==> src/rtl/stageif_pkg.sv <==
// Shared types and constants for the instruction-fetch stage.
package stageif_pkg;

    localparam int ILEN     = 32;
    localparam int PC_STEP  = 4;
    localparam int XLEN_DEF = 32;

    localparam logic [ILEN-1:0] INSTR_NOP = 32'h0000_0013;

    // Fetch-queue entry for the default 32-bit core; the top level builds the
    // same layout locally when XLEN is overridden.
    typedef struct packed {
        logic [XLEN_DEF-1:0] pc;
        logic [ILEN-1:0]     instr;
    } fetch_entry_t;

endpackage

==> src/rtl/stageif_q_fetch_fifo.sv <==
// In-order fetch queue: storage, read/write pointers, occupancy count and
// flush. DEPTH must be a power of two so the pointers wrap on their own.
module fetch_fifo
    import stageif_pkg::*;
#(
    parameter int  DEPTH   = 4,
    parameter type entry_t = fetch_entry_t,
    localparam int PTR_W   = $clog2(DEPTH),
    localparam int CNT_W   = $clog2(DEPTH + 1)
) (
    input  logic             i_clk,
    input  logic             i_reset,
    input  logic             i_push,
    input  logic             i_pop,
    input  logic             i_flush,
    input  entry_t           i_wdata,
    output entry_t           o_head,
    output logic [CNT_W-1:0] o_count
);

    entry_t           mem_q [DEPTH];
    entry_t           mem_d [DEPTH];
    logic [PTR_W-1:0] wr_ptr_q, wr_ptr_d;
    logic [PTR_W-1:0] rd_ptr_q, rd_ptr_d;
    logic [CNT_W-1:0] count_q, count_d;

    // Next-state for storage, pointers and count; flush wins over push/pop.
    always_comb begin
        mem_d    = mem_q;
        wr_ptr_d = wr_ptr_q;
        rd_ptr_d = rd_ptr_q;
        count_d  = count_q;
        if (i_flush) begin
            wr_ptr_d = '0;
            rd_ptr_d = '0;
            count_d  = '0;
        end else begin
            if (i_push) begin
                mem_d[wr_ptr_q] = i_wdata;
                wr_ptr_d        = wr_ptr_q + 1'b1;
            end
            if (i_pop) begin
                rd_ptr_d = rd_ptr_q + 1'b1;
            end
            case ({i_push, i_pop})
                2'b10:   count_d = count_q + 1'b1;
                2'b01:   count_d = count_q - 1'b1;
                default: count_d = count_q;
            endcase
        end
    end

    // State registers; reset clears storage so the head reads as zero.
    always_ff @(posedge i_clk or posedge i_reset) begin
        if (i_reset) begin
            for (int i = 0; i < DEPTH; i++) begin
                mem_q[i] <= '0;
            end
            wr_ptr_q <= '0;
            rd_ptr_q <= '0;
            count_q  <= '0;
        end else begin
            mem_q    <= mem_d;
            wr_ptr_q <= wr_ptr_d;
            rd_ptr_q <= rd_ptr_d;
            count_q  <= count_d;
        end
    end

    assign o_head  = mem_q[rd_ptr_q];
    assign o_count = count_q;

endmodule

==> src/rtl/stageif_q.sv <==
// Instruction-fetch stage: PC register, imem address, fetch queue towards
// decode with a valid/ready handshake, and redirect flush from EX.
// Optional macro STAGEIF_BYPASS_EN: when the queue is empty the fetched
// instruction is presented to decode in the same cycle.
// Handshake: an entry transfers on a cycle where o_valid && i_ready; o_valid
// never depends on i_ready, and a redirect suppresses both valid and transfer.
module stageif_q
    import stageif_pkg::*;
#(
    parameter int               XLEN     = 32,
    parameter int               DEPTH    = 4,
    parameter logic [XLEN-1:0]  RESET_PC = '0,
    localparam int              CNT_W    = $clog2(DEPTH + 1)
) (
    input  logic             i_clk,
    input  logic             i_reset,
    input  logic             i_enable,
    input  logic             i_redirect,
    input  logic [XLEN-1:0]  i_redirect_pc,
    output logic [XLEN-1:0]  o_imem_addr,
    input  logic [ILEN-1:0]  i_imem_inst,
    output logic             o_valid,
    input  logic             i_ready,
    output logic [ILEN-1:0]  o_instr,
    output logic [XLEN-1:0]  o_pc,
    output logic [XLEN-1:0]  o_pc_four,
    output logic [CNT_W-1:0] o_count
);

    typedef struct packed {
        logic [XLEN-1:0] pc;
        logic [ILEN-1:0] instr;
    } entry_t;

    logic [XLEN-1:0]  pc_q, pc_d;
    logic [CNT_W-1:0] count;
    entry_t           head;
    entry_t           wdata;
    logic             q_valid;
    logic             pop;
    logic             push;
    logic             fifo_push;
    logic             unused_bits;

    // Redirect targets are word aligned; the low bits are dropped.
    assign unused_bits = ^i_redirect_pc[1:0];

    assign q_valid = (count != '0);
    assign pop     = q_valid && i_ready && !i_redirect;
    assign push    = i_enable && !i_redirect && ((count < CNT_W'(DEPTH)) || pop);
    assign wdata   = '{pc: pc_q, instr: i_imem_inst};

`ifdef STAGEIF_BYPASS_EN
    logic bypass;
    // Empty queue: the fetch goes straight to decode; it is only written when
    // decode does not take it this cycle.
    assign bypass    = !q_valid && i_enable && !i_redirect;
    assign fifo_push = push && !(bypass && i_ready);
`else
    assign fifo_push = push;
`endif

    // PC next-state: redirect first, otherwise advance on every fetch taken.
    always_comb begin
        pc_d = pc_q;
        if (i_redirect) begin
            pc_d = {i_redirect_pc[XLEN-1:2], 2'b00};
        end else if (push) begin
            pc_d = pc_q + XLEN'(PC_STEP);
        end
    end

    // PC register.
    always_ff @(posedge i_clk or posedge i_reset) begin
        if (i_reset) begin
            pc_q <= RESET_PC;
        end else begin
            pc_q <= pc_d;
        end
    end

    fetch_fifo #(
        .DEPTH   (DEPTH),
        .entry_t (entry_t)
    ) u_fifo (
        .i_clk   (i_clk),
        .i_reset (i_reset),
        .i_push  (fifo_push),
        .i_pop   (pop),
        .i_flush (i_redirect),
        .i_wdata (wdata),
        .o_head  (head),
        .o_count (count)
    );

    // Decode-side outputs: queue head, or the live fetch when bypassing.
    always_comb begin
        o_valid = q_valid && !i_redirect;
        o_instr = head.instr;
        o_pc    = head.pc;
`ifdef STAGEIF_BYPASS_EN
        if (bypass) begin
            o_valid = 1'b1;
            o_instr = i_imem_inst;
            o_pc    = pc_q;
        end
`endif
    end

    assign o_pc_four   = o_pc + XLEN'(PC_STEP);
    assign o_imem_addr = pc_q;
    assign o_count     = count;

endmodule

==> config.mk <==
export PLATFORM = sky130hd
export DESIGN_NAME = stageif_q
export DESIGN_NICKNAME = d
export VERILOG_FILES = /design/src/rtl/stageif_pkg.sv /design/src/rtl/stageif_q_fetch_fifo.sv /design/src/rtl/stageif_q.sv
export SDC_FILE = /design/constraint.sdc
export NUM_CORES = 1
export LEC_CHECK = 0
export ABC_AREA = 1
export CAP_MARGIN = 40
export CORE_MARGIN = 2
export CORE_UTILIZATION = 52
export DETAILED_ROUTE_END_ITERATION = 10
export HOLD_SLACK_MARGIN = 0.12
export MAX_ROUTING_LAYER = met4
export PLACE_DENSITY = 0.76
export SLEW_MARGIN = 20
export SYNTH_ARGS = -nofsm -noshare
export SYNTH_HDL_FRONTEND = slang
export SYNTH_SLANG_ARGS = --single-unit
==> constraint.sdc <==
create_clock -name i_clk -period 13.8 [get_ports i_clk]
set_input_delay 2.76 -clock i_clk [delete_from_list [all_inputs] [get_ports i_clk]]
set_output_delay 2.76 -clock i_clk [all_outputs]
set_load 0.05 [all_outputs]
## Word-level counts from Yosys, hierarchy flattened

Cells that the tools add are included.

| word-level totals | value |
|---|---|
| register bits | 295 |
| bits of input ports | 69 |
| output and inout bits | 132 |
| word-level logic and storage cells | 54 |

| cells by class | value |
|---|---|
| add/sub/neg operators | 6 |
| $lt $le $gt $ge | 4 |
| equality and inequality tests | 2 |
| multiplexer cells | 14 |
| bitwise logic cells | 3 |
| reductions and logical operators | 13 |

Operators with widths:

| cell | count |
|---|---|
| $bwmux W256 | 1 |
| $mux W64 | 3 |
| $bmux W64 S2 | 1 |
| $demux W64 S2 | 1 |
| $add A32 B3 Y32 const B | 2 |
| $mux W32 | 2 |
| $mux W2 | 4 |
| $ge A3 B3 Y1 const B | 2 |
| $logic_and A1 B1 Y1 | 6 |
| $not A2 Y3 | 2 |
| $pmux W3 S2 | 1 |
| $reduce_bool A3 Y1 | 2 |
| $add A2 B1 Y2 const B | 2 |
| $reduce_bool A2 Y1 | 2 |
| $add A3 B1 Y3 const B | 1 |
| $lt A3 B1 Y1 const B | 1 |
| $lt A3 B3 Y1 const B | 1 |
| $mux W3 | 1 |
| $sub A3 B1 Y3 const B | 1 |
| $eq A2 B1 Y1 const B | 1 |
| $eq A2 B2 Y1 const B | 1 |
| $reduce_and A2 Y1 | 1 |
| $logic_not A1 Y1 | 1 |
| $logic_or A1 B1 Y1 | 1 |
| $not A1 Y1 | 1 |

## Logic depth before layout (Yosys ltp)

Gate-level depths: netlist of run 1.

| depth | value |
|---|---|
| word-level depth | 8 |
| mapped depth | 15 |

## Modules after synthesis

From an unflattened synthesis of run 1, not the netlist that was laid out.

| second synthesis, totals | value |
|---|---|
| cell total of the unflattened synthesis | 1825 |
| area, all modules | 14343.8 um^2 |

Modules (own cells, without submodules):

| module | times used | cells each | area an instance (um^2) |
|---|---|---|---|
| fetch_fifo | 1 | 1307 | 11260.8 |
| stageif_q | 1 | 518 | 3083.0 |

## Worst setup path after synthesis of run 1

OpenSTA, ideal clock, no wires.

| timing path | value |
|---|---|
| path type | in2out |
| start point | in i_redirect |
| end point | out o_valid |
| arrival time | 3863 ps |
| slack | 7177 ps |
| stages | 3 |
| buffers on the path | 2 |
| cells stage by stage | buf_6 > clkbuf_1 > a21oi_1 |

| on the way | value |
|---|---|
| longest elaborated chain between the ends | 2 |

RTL lines:

| item | RTL line | source |
|---|---|---|
| start: declaration | stageif_q.sv:18 | `input logic i_redirect,` |
| $logic_not A1 Y1 | stageif_q.sv:98 | `o_valid = q_valid && !i_redirect;` |
| $logic_and A1 B1 Y1 | stageif_q.sv:98 |  |
| end: declaration | stageif_q.sv:22 | `output logic o_valid,` |

Every way passes these cells.

## Worst setup path in the final report of run 1

| timing path | value |
|---|---|
| start point | reg u_fifo.rd_ptr_q[0] |
| end point | out o_pc_four[18] |

| on the way | value |
|---|---|
| longest elaborated chain between the ends | 5 |

RTL lines:

| item | RTL line | source |
|---|---|---|
| start: declaration | stageif_q_fetch_fifo.sv:24 | `logic [PTR_W-1:0] rd_ptr_q, rd_ptr_d;` |
| start signal: assignment | stageif_q_fetch_fifo.sv:65 | `rd_ptr_q <= rd_ptr_d;` |
| $not A2 Y3 (not written as such) | stageif_q_fetch_fifo.sv:70 | `assign o_head = mem_q[rd_ptr_q];` |
| $bmux W64 S2 | stageif_q_fetch_fifo.sv:70 |  |
| $mux W64 (not written as such) (2 in a row) | stageif_q_fetch_fifo.sv:70 |  |
| $add A32 B3 Y32 | stageif_q.sv:110 | `assign o_pc_four = o_pc + XLEN'(PC_STEP);` |
| end: declaration | stageif_q.sv:26 | `output logic [XLEN-1:0] o_pc_four,` |

Every way passes these cells. The select of a mux whose other input is x is not followed.

==> impl_metrics.py, run 1 <==
metrics = {
    "timing": {
        "skew_ps": 21.65,
        "setup_ws_ps": 6565,
        "period_share_pct": 52.43,
        "setup_viol_count_final": 0,
        "slew_headroom_pct": 48.69,
        "final-hold-violation-count": 0,
        "tns_ps": 0,
        "max_freq_mhz": 138.2,
        "rsz0062_at_grt": "false",
        "worstMarginPinSlew_ps": 769.7,
        "period_minus_slack_ps": 7235,
        "fin_hold_ws_ps": 478.6,
        "finalMaxSlewViolations": 0,
    },
    "routing": {
        "vias": 13700,
        "met3_length_mm": 2.951,
        "drc_errors": 0,
        "met1_length_mm": 18.20,
        "drtPass1Iterations": 6,
        "highest_layer": "met4",
        "antenna_left": 0,
        "wl_per_cell_um": 16.16,
        "dr_wl_met2_mm": 18.48,
        "drt_iter0_markers": 1118,
        "vias_per_cell": 5.445,
        "routed_wl_mm": 40.68,
    },
    "floorplanning": {
        "core_um2": 28550,
        "start_util_pct": 52.39,
        "rows": 62,
        "boundaryPins": 201,
        "die_area_um2": 30130,
        "die_h_um": 173.6,
        "die_w_um": 173.6,
    },
    "logic_synthesis": {
        "yosysUniqueCellTypes": 41,
        "synth_top_family_by_area": "simple AND/OR/NAND/NOR gates",
        "synthTopCellsByArea": "dfrtp_1 48%, nand2_1 18%, o21ai_0 10%, nor2_1 3.7%, nand3_1 3.0%",
        "synthFlopType": "dfrtp_1",
        "synth-seq-cells": 285,
        "synth_mux_area_share_pct": 0,
        "synth_edf_count": 0,
        "yosysMostFrequentCell": "nand2_1",
        "postSynth.asyncResetShare_pct": 100.0,
        "ys.warnings.count": 0,
        "synth-seq-area-share_pct": 47.69,
        "synth_cells": 1979,
        "yosys.area_share.simple_pct": 27.58,
        "yosysTopAreaCell": "dfrtp_1",
        "syn_avg_cell_area_um2": 7.557,
        "synth_xor_area_share_pct": 1.757,
        "synth_commonest_cells": "704 x nand2_1, 307 x o21ai_0, 285 x dfrtp_1",
        "syn_area_um2": 14960,
        "yosys.area_share.adder_pct": 0.6358,
        "yosysTopAreaCellShare_pct": 47.69,
        "synth_compound_area_share_pct": 14.14,
    },
    "grt": {
        "first_global_vias": 13140,
        "grt_pass1_wl_mm": 66.51,
        "antenna_found_initial": 0,
        "grt_overflow": 0,
        "grt_use_total_pct": 27.82,
        "grt_max_degree": 128,
    },
    "setup_path": {
        "rr_worst_depth": 7,
        "critPathKind": "register to primary output",
        "start_kind": "register",
        "end_kind": "primary output",
        "path_max_fanout": 127,
        "arrival_ps": 4480,
        "cp.required_ps": 11040,
    },
    "power": {
        "p_per_area_nw_per_um2": 214.1,
        "leakage_nw": 8.486,
        "ir_worst_vdd_v": 0.0001424,
        "finalPower_mw": 3.846,
    },
    "placement": {
        "numPortBuffers": 192,
        "dp_hpwl_mm": 26.83,
        "routabilityCongestion": 0.9278,
        "pre_cts_slack_ps": 6637,
    },
    "outcome": {
        "status": "finished clean",
    },
    "clocking": {
        "post_cts_buffers": 0,
        "cts_root_buf": "clkbuf_16",
        "htreeDepth": 1,
        "cts_hold_buf": 0,
        "tritoncts": "built",
        "ctsResizeCount": 0,
        "clkSlewWorstSetupHoldPaths_ps": 60,
        "clk_path_buf_depth": 3,
        "clkLatencyLatePin_ps": 560,
        "cts.sinks": 285,
        "cts-buffers-inserted": 30,
    },
    "finish": {
        "fillerInstances": 2568,
        "multi_input_area_um2": 6635,
        "fin_nets": 2188,
        "seqCellArea_um2": 7137,
        "area_growth_syn_to_layout_pct": 20.11,
        "insertedDiodeCount": 0,
        "drive_gt1_share_pct": 5.345,
    },
    "worst_hold_path": {
        "hold_path_depth": 2,
        "hold_path_class": "register to register",
    },
    "run": {
        "cap_violations": 0,
    },
}
==> layout by cell type (no fill, tap or decap), types with 7 or more instances in the layout <==
cell and count:
nand2_1 704, o21ai_0 307, dfrtp_1 283, clkdlybuf4s50_1 192
nor2_1 146, inv_1 116, nand3_1 90, o21ai_1 32
o22ai_1 32, clkbuf_16 30, xor2_1 29, nor3_1 19
nand2_2 17, nand4_1 17, nor2_2 13, buf_4 11
o211ai_1 8, clkbuf_8 8, a21oi_1 7
==> layer usage <==
| metal | vias up | GRT usage (%) |
|---|---|---|
| met5 | - | - |
| met4 | 0 | 8.824 |
| met3 | 74 | 5.088 |
| met2 | 471 | 43.18 |
| met1 | 6510 | 37.34 |
| li1 | 6649 | - |
==> power breakdown <==
part           internal [mW]  switching (mW)
registers               1.11           0.170
clock network          0.497           0.327
logic                  0.541            1.20
total                   2.15            1.69
==> critical path, cell delays in order (launching register included) <==
cell	delay, ps
dfrtp_4	650
inv_8	600
nor2_1	90
nor2_1	100
o21ai_0	80
nand2_1	380
ha_1	320
inv_1	90
nor2_4	140
nand2_1	120
nor2_2	240
nand2_1	100
xor2_1	140
clkdlybuf4s50_1	820
==> cell type report <==
type / count / share of cell area [%]
well taps: 384 / 2.675
inverters: 124 / 2.689
clock buffers: 44 / 4.917
multi-input cells: 1460 / 36.94
clock inverters: 9 / 0.7522
repair buffers: 211 / 12.30
flip-flops and latches: 285 / 39.73
==> flip-flops by register name (all words and copies together) (netlist names) <==
name and count:
u_fifo.mem_q 248, o_imem_addr 30, u_fifo.o_count 3, u_fifo.rd_ptr_q 2
u_fifo.wr_ptr_q 2
==> worst paths after layout <==
kind / from / endpoint / slack (ps)
max: u_fifo.rd_ptr_q[0]$_DFFE_PP0P_ / o_pc_four[18] / 6560
min: u_fifo.mem_q[132]$_DFFE_PP0P_ / u_fifo.mem_q[132]$_DFFE_PP0P_ / 480
max reg2reg: u_fifo.o_count[2]$_DFFE_PP0P_ / u_fifo.mem_q[241]$_DFFE_PP0P_ / 11270
min reg2reg: u_fifo.mem_q[132]$_DFFE_PP0P_ / u_fifo.mem_q[132]$_DFFE_PP0P_ / 480
max in group asynchronous: i_reset / u_fifo.mem_q[187]$_DFFE_PP0P_ / 9600
min in group asynchronous: i_reset / u_fifo.mem_q[67]$_DFFE_PP0P_ / 2620
==> kinds of logic (layout without fill, tap and decap cells) <==
logic type | Yosys count | in the layout
AOI/OAI and AO/OA | 401 | 401
other | 1 | 6
and+or+nand+nor | 1016 | 1016
xor gates and xnor gates | 30 | 30
adders and majority gates | 7 | 7
buffers and inverters | 239 | 388
DFF | 285 | 285
==> through the flow <==
step,instance area (um2),utilization [%],instances
6_report,17960,62.93,2517
3_3_place_gp,16740,58.64,2456
2_1_floorplan,14970,-,1984
4_1_cts,17910,62.73,2515
3_5_place_dp,16890,59.16,2462
5_1_grt,17960,62.93,2517
Power figures use the tool's default switching activity.
==> inputs of run 2 (changes only) <==
Settings changed: CORE_UTILIZATION 52 to 50, PLACE_DENSITY 0.76 to 0.77.
Clock period 13.8 ns to 6.1 ns, I/O delays scaled along.
==> run 2 against run 1 <==
Against the previous run:
- register-to-register slack lost 7700 ps
- global-route usage shrank 0.40 points
- wire length grew 2.2%
- sequential power grew 130%
- cell count grew 0.24%
==> impl_metrics.py, run 2 (synthesis results as in run 1) <==
metrics = {
    "timing": {
        "period_minus_slack_ps": 5609,
        "tns_ps": 0,
        "finalMaxSlewViolations": 0,
        "rsz0062_at_grt": "false",
        "worstMarginPinSlew_ps": 819.1,
        "slew_headroom_pct": 45.39,
        "max_freq_mhz": 178.3,
        "setup_viol_count_final": 0,
        "period_share_pct": 91.95,
        "final-hold-violation-count": 0,
        "skew_ps": 8.449,
    },
    "finish": {
        "regMostFlops": "u_fifo.mem_q",
        "multi_input_area_um2": 6635,
        "most-common-layout-cells": "704 x nand2_1, 307 x o21ai_0, 283 x dfrtp_1",
        "utilization_pct": 60.59,
        "fillerInstances": 2596,
        "fin_nets": 2186,
        "seqCellArea_um2": 7137,
        "final_common_cell": "nand2_1",
        "drive_gt1_share_pct": 5.345,
        "insertedDiodeCount": 0,
        "area_growth_syn_to_layout_pct": 19.76,
        "stdcell_area_um2": 17910,
        "largest_reg_flops": 248,
    },
    "clocking": {
        "cts.sinks": 285,
        "clk_path_buf_depth": 3,
        "post_cts_buffers": 0,
        "cts_hold_buf": 0,
        "cts-buffers-inserted": 29,
        "htreeDepth": 1,
        "cts_root_buf": "clkbuf_16",
        "clkLatencyLatePin_ps": 560,
        "ctsResizeCount": 0,
        "clkSlewWorstSetupHoldPaths_ps": 60,
        "tritoncts": "built",
    },
    "run": {
        "cap_violations": 0,
    },
    "routing": {
        "antenna_left": 0,
        "routed_wl_mm": 41.56,
        "vias": 14000,
        "wl_per_cell_um": 16.47,
        "vias_per_cell": 5.549,
        "drtPass1Iterations": 8,
        "drc_errors": 0,
        "drt_iter0_markers": 1290,
    },
    "power": {
        "p_per_area_nw_per_um2": 488.5,
        "leakage_nw": 8.446,
        "ir_worst_vdd_v": 0.0002844,
    },
    "setup_path": {
        "crit_chain": "inv_8 > nor2_1 > nor2_1 > o21ai_0 > nand2_1 > ha_1 > inv_1 > nor2_4 > nand2_1 > nor2_2 > nand2_1 > xor2_1 > clkdlybuf4s50_1",
        "slowest_stage": "clkdlybuf4s50_1",
        "cpPeakStageDelay_ps": 820,
        "cp.required_ps": 4880,
        "path_max_fanout": 68,
        "start_kind": "register",
        "critPathKind": "register to primary output",
        "arrival_ps": 4390,
        "end_kind": "primary output",
        "cp_common_cell": "nand2_1",
    },
    "placement": {
        "place_area_um2": 16870,
        "routabilityCongestion": 0.9656,
        "numPortBuffers": 192,
        "dp_hpwl_mm": 27.12,
    },
    "grt": {
        "grt_pass1_wl_mm": 67.42,
        "grt_use_total_pct": 27.42,
        "antenna_found_initial": 0,
        "first_global_vias": 13240,
        "grt_max_degree": 117,
        "grt_overflow": 0,
    },
    "floorplanning": {
        "die_area_um2": 31310,
        "start_util_pct": 50.59,
        "die_h_um": 177.0,
        "boundaryPins": 201,
        "die_w_um": 177.0,
        "core_um2": 29560,
        "rows": 63,
    },
    "outcome": {
        "status": "finished clean",
    },
    "worst_hold_path": {
        "hold_path_class": "register to register",
    },
}
## run 2: changes by cell type in the layout (fill, tap and decap cells not counted), sizes merged
cell / delta
clkinvlp: +5
clkbuf: -4
bufinv: +2
buf: -1
clkinv: -1
inv: -1
## run 2: final cells by class
type | instances | area share (%)
sequential | 285 | 39.85
multi-input combinational | 1460 | 37.05
timing repair buffer | 210 | 11.92
clock buffer | 40 | 4.562
tap | 390 | 2.724
inverter | 124 | 2.676
clock inverter | 14 | 1.229
## run 2: path summary, 6_finish.rpt
| path | slack (ps) | depth (start not counted) | startpoint | to |
|---|---|---|---|---|
| min | 480 | 2 | u_fifo.mem_q[69]$_DFFE_PP0P_ | u_fifo.mem_q[69]$_DFFE_PP0P_ |
| max reg2reg | 3580 | 7 | u_fifo.o_count[2]$_DFFE_PP0P_ | u_fifo.mem_q[71]$_DFFE_PP0P_ |
| min reg2reg | 480 | 2 | u_fifo.mem_q[69]$_DFFE_PP0P_ | u_fifo.mem_q[69]$_DFFE_PP0P_ |
| max in group asynchronous | 3790 | 3 | i_reset | u_fifo.rd_ptr_q[0]$_DFFE_PP0P_ |
| max | 490 | 13 | u_fifo.rd_ptr_q[0]$_DFFE_PP0P_ | o_pc_four[18] |
| min in group asynchronous | 1150 | 2 | i_reset | u_fifo.mem_q[1]$_DFFE_PP0P_ |
## run 2: worst max-delay path: cells and delay by family, from the launching register on
family / cells / cell delay [ps]
AOI/OAI and AO/OA: 1 / 80
xor gates and xnor gates: 1 / 160
adders and majority gates: 1 / 290
buffers and inverters: 3 / 1360
DFF: 1 / 780
and+or+nand+nor: 7 / 1120
## run 2: through the flow
| step | std cells | hold slack (ps) | power (mW) | setup slack, ps |
|---|---|---|---|---|
| 6_report | 2523 | 479.1 | 8.750 | 491.0 |
| 5_1_grt | 2523 | 503.0 | 9.256 | 261.1 |
| 4_1_cts | 2523 | 482.5 | 8.755 | 501.0 |
| 3_5_place_dp | 2469 | 467.6 | 6.821 | 1092 |
| 3_3_place_gp | 2466 | 461.3 | 6.718 | 1143 |
| 2_1_floorplan | 1984 | 447.8 | 5.626 | 1103 |
## run 2: metal layers
layer,GRT usage (%),up-vias,wire length (um)
met3,3.415,69,3196
met5,-,-,0
li1,-,6654,-
met2,42.69,589,19050
met4,7.335,0,818
met1,38.14,6687,18500
## run 2: power by group
| group | leakage, nW | switching (mW) | internal, mW | total, mW |
|---|---|---|---|---|
| combinational | 4.32 | 2.69 | 1.21 | 3.91 |
| sequential | 3.62 | 0.416 | 2.52 | 2.94 |
| clock | 0.497 | 0.755 | 1.15 | 1.91 |
| total | 8.45 | 3.86 | 4.89 | 8.75 |
==> inputs of run 3 (changes only) <==
Settings changed: SKIP_CTS_REPAIR_TIMING set to 1.
==> results of run 3 <==
Same layout as run 2: the final DEF is identical, and so are final timing and power.
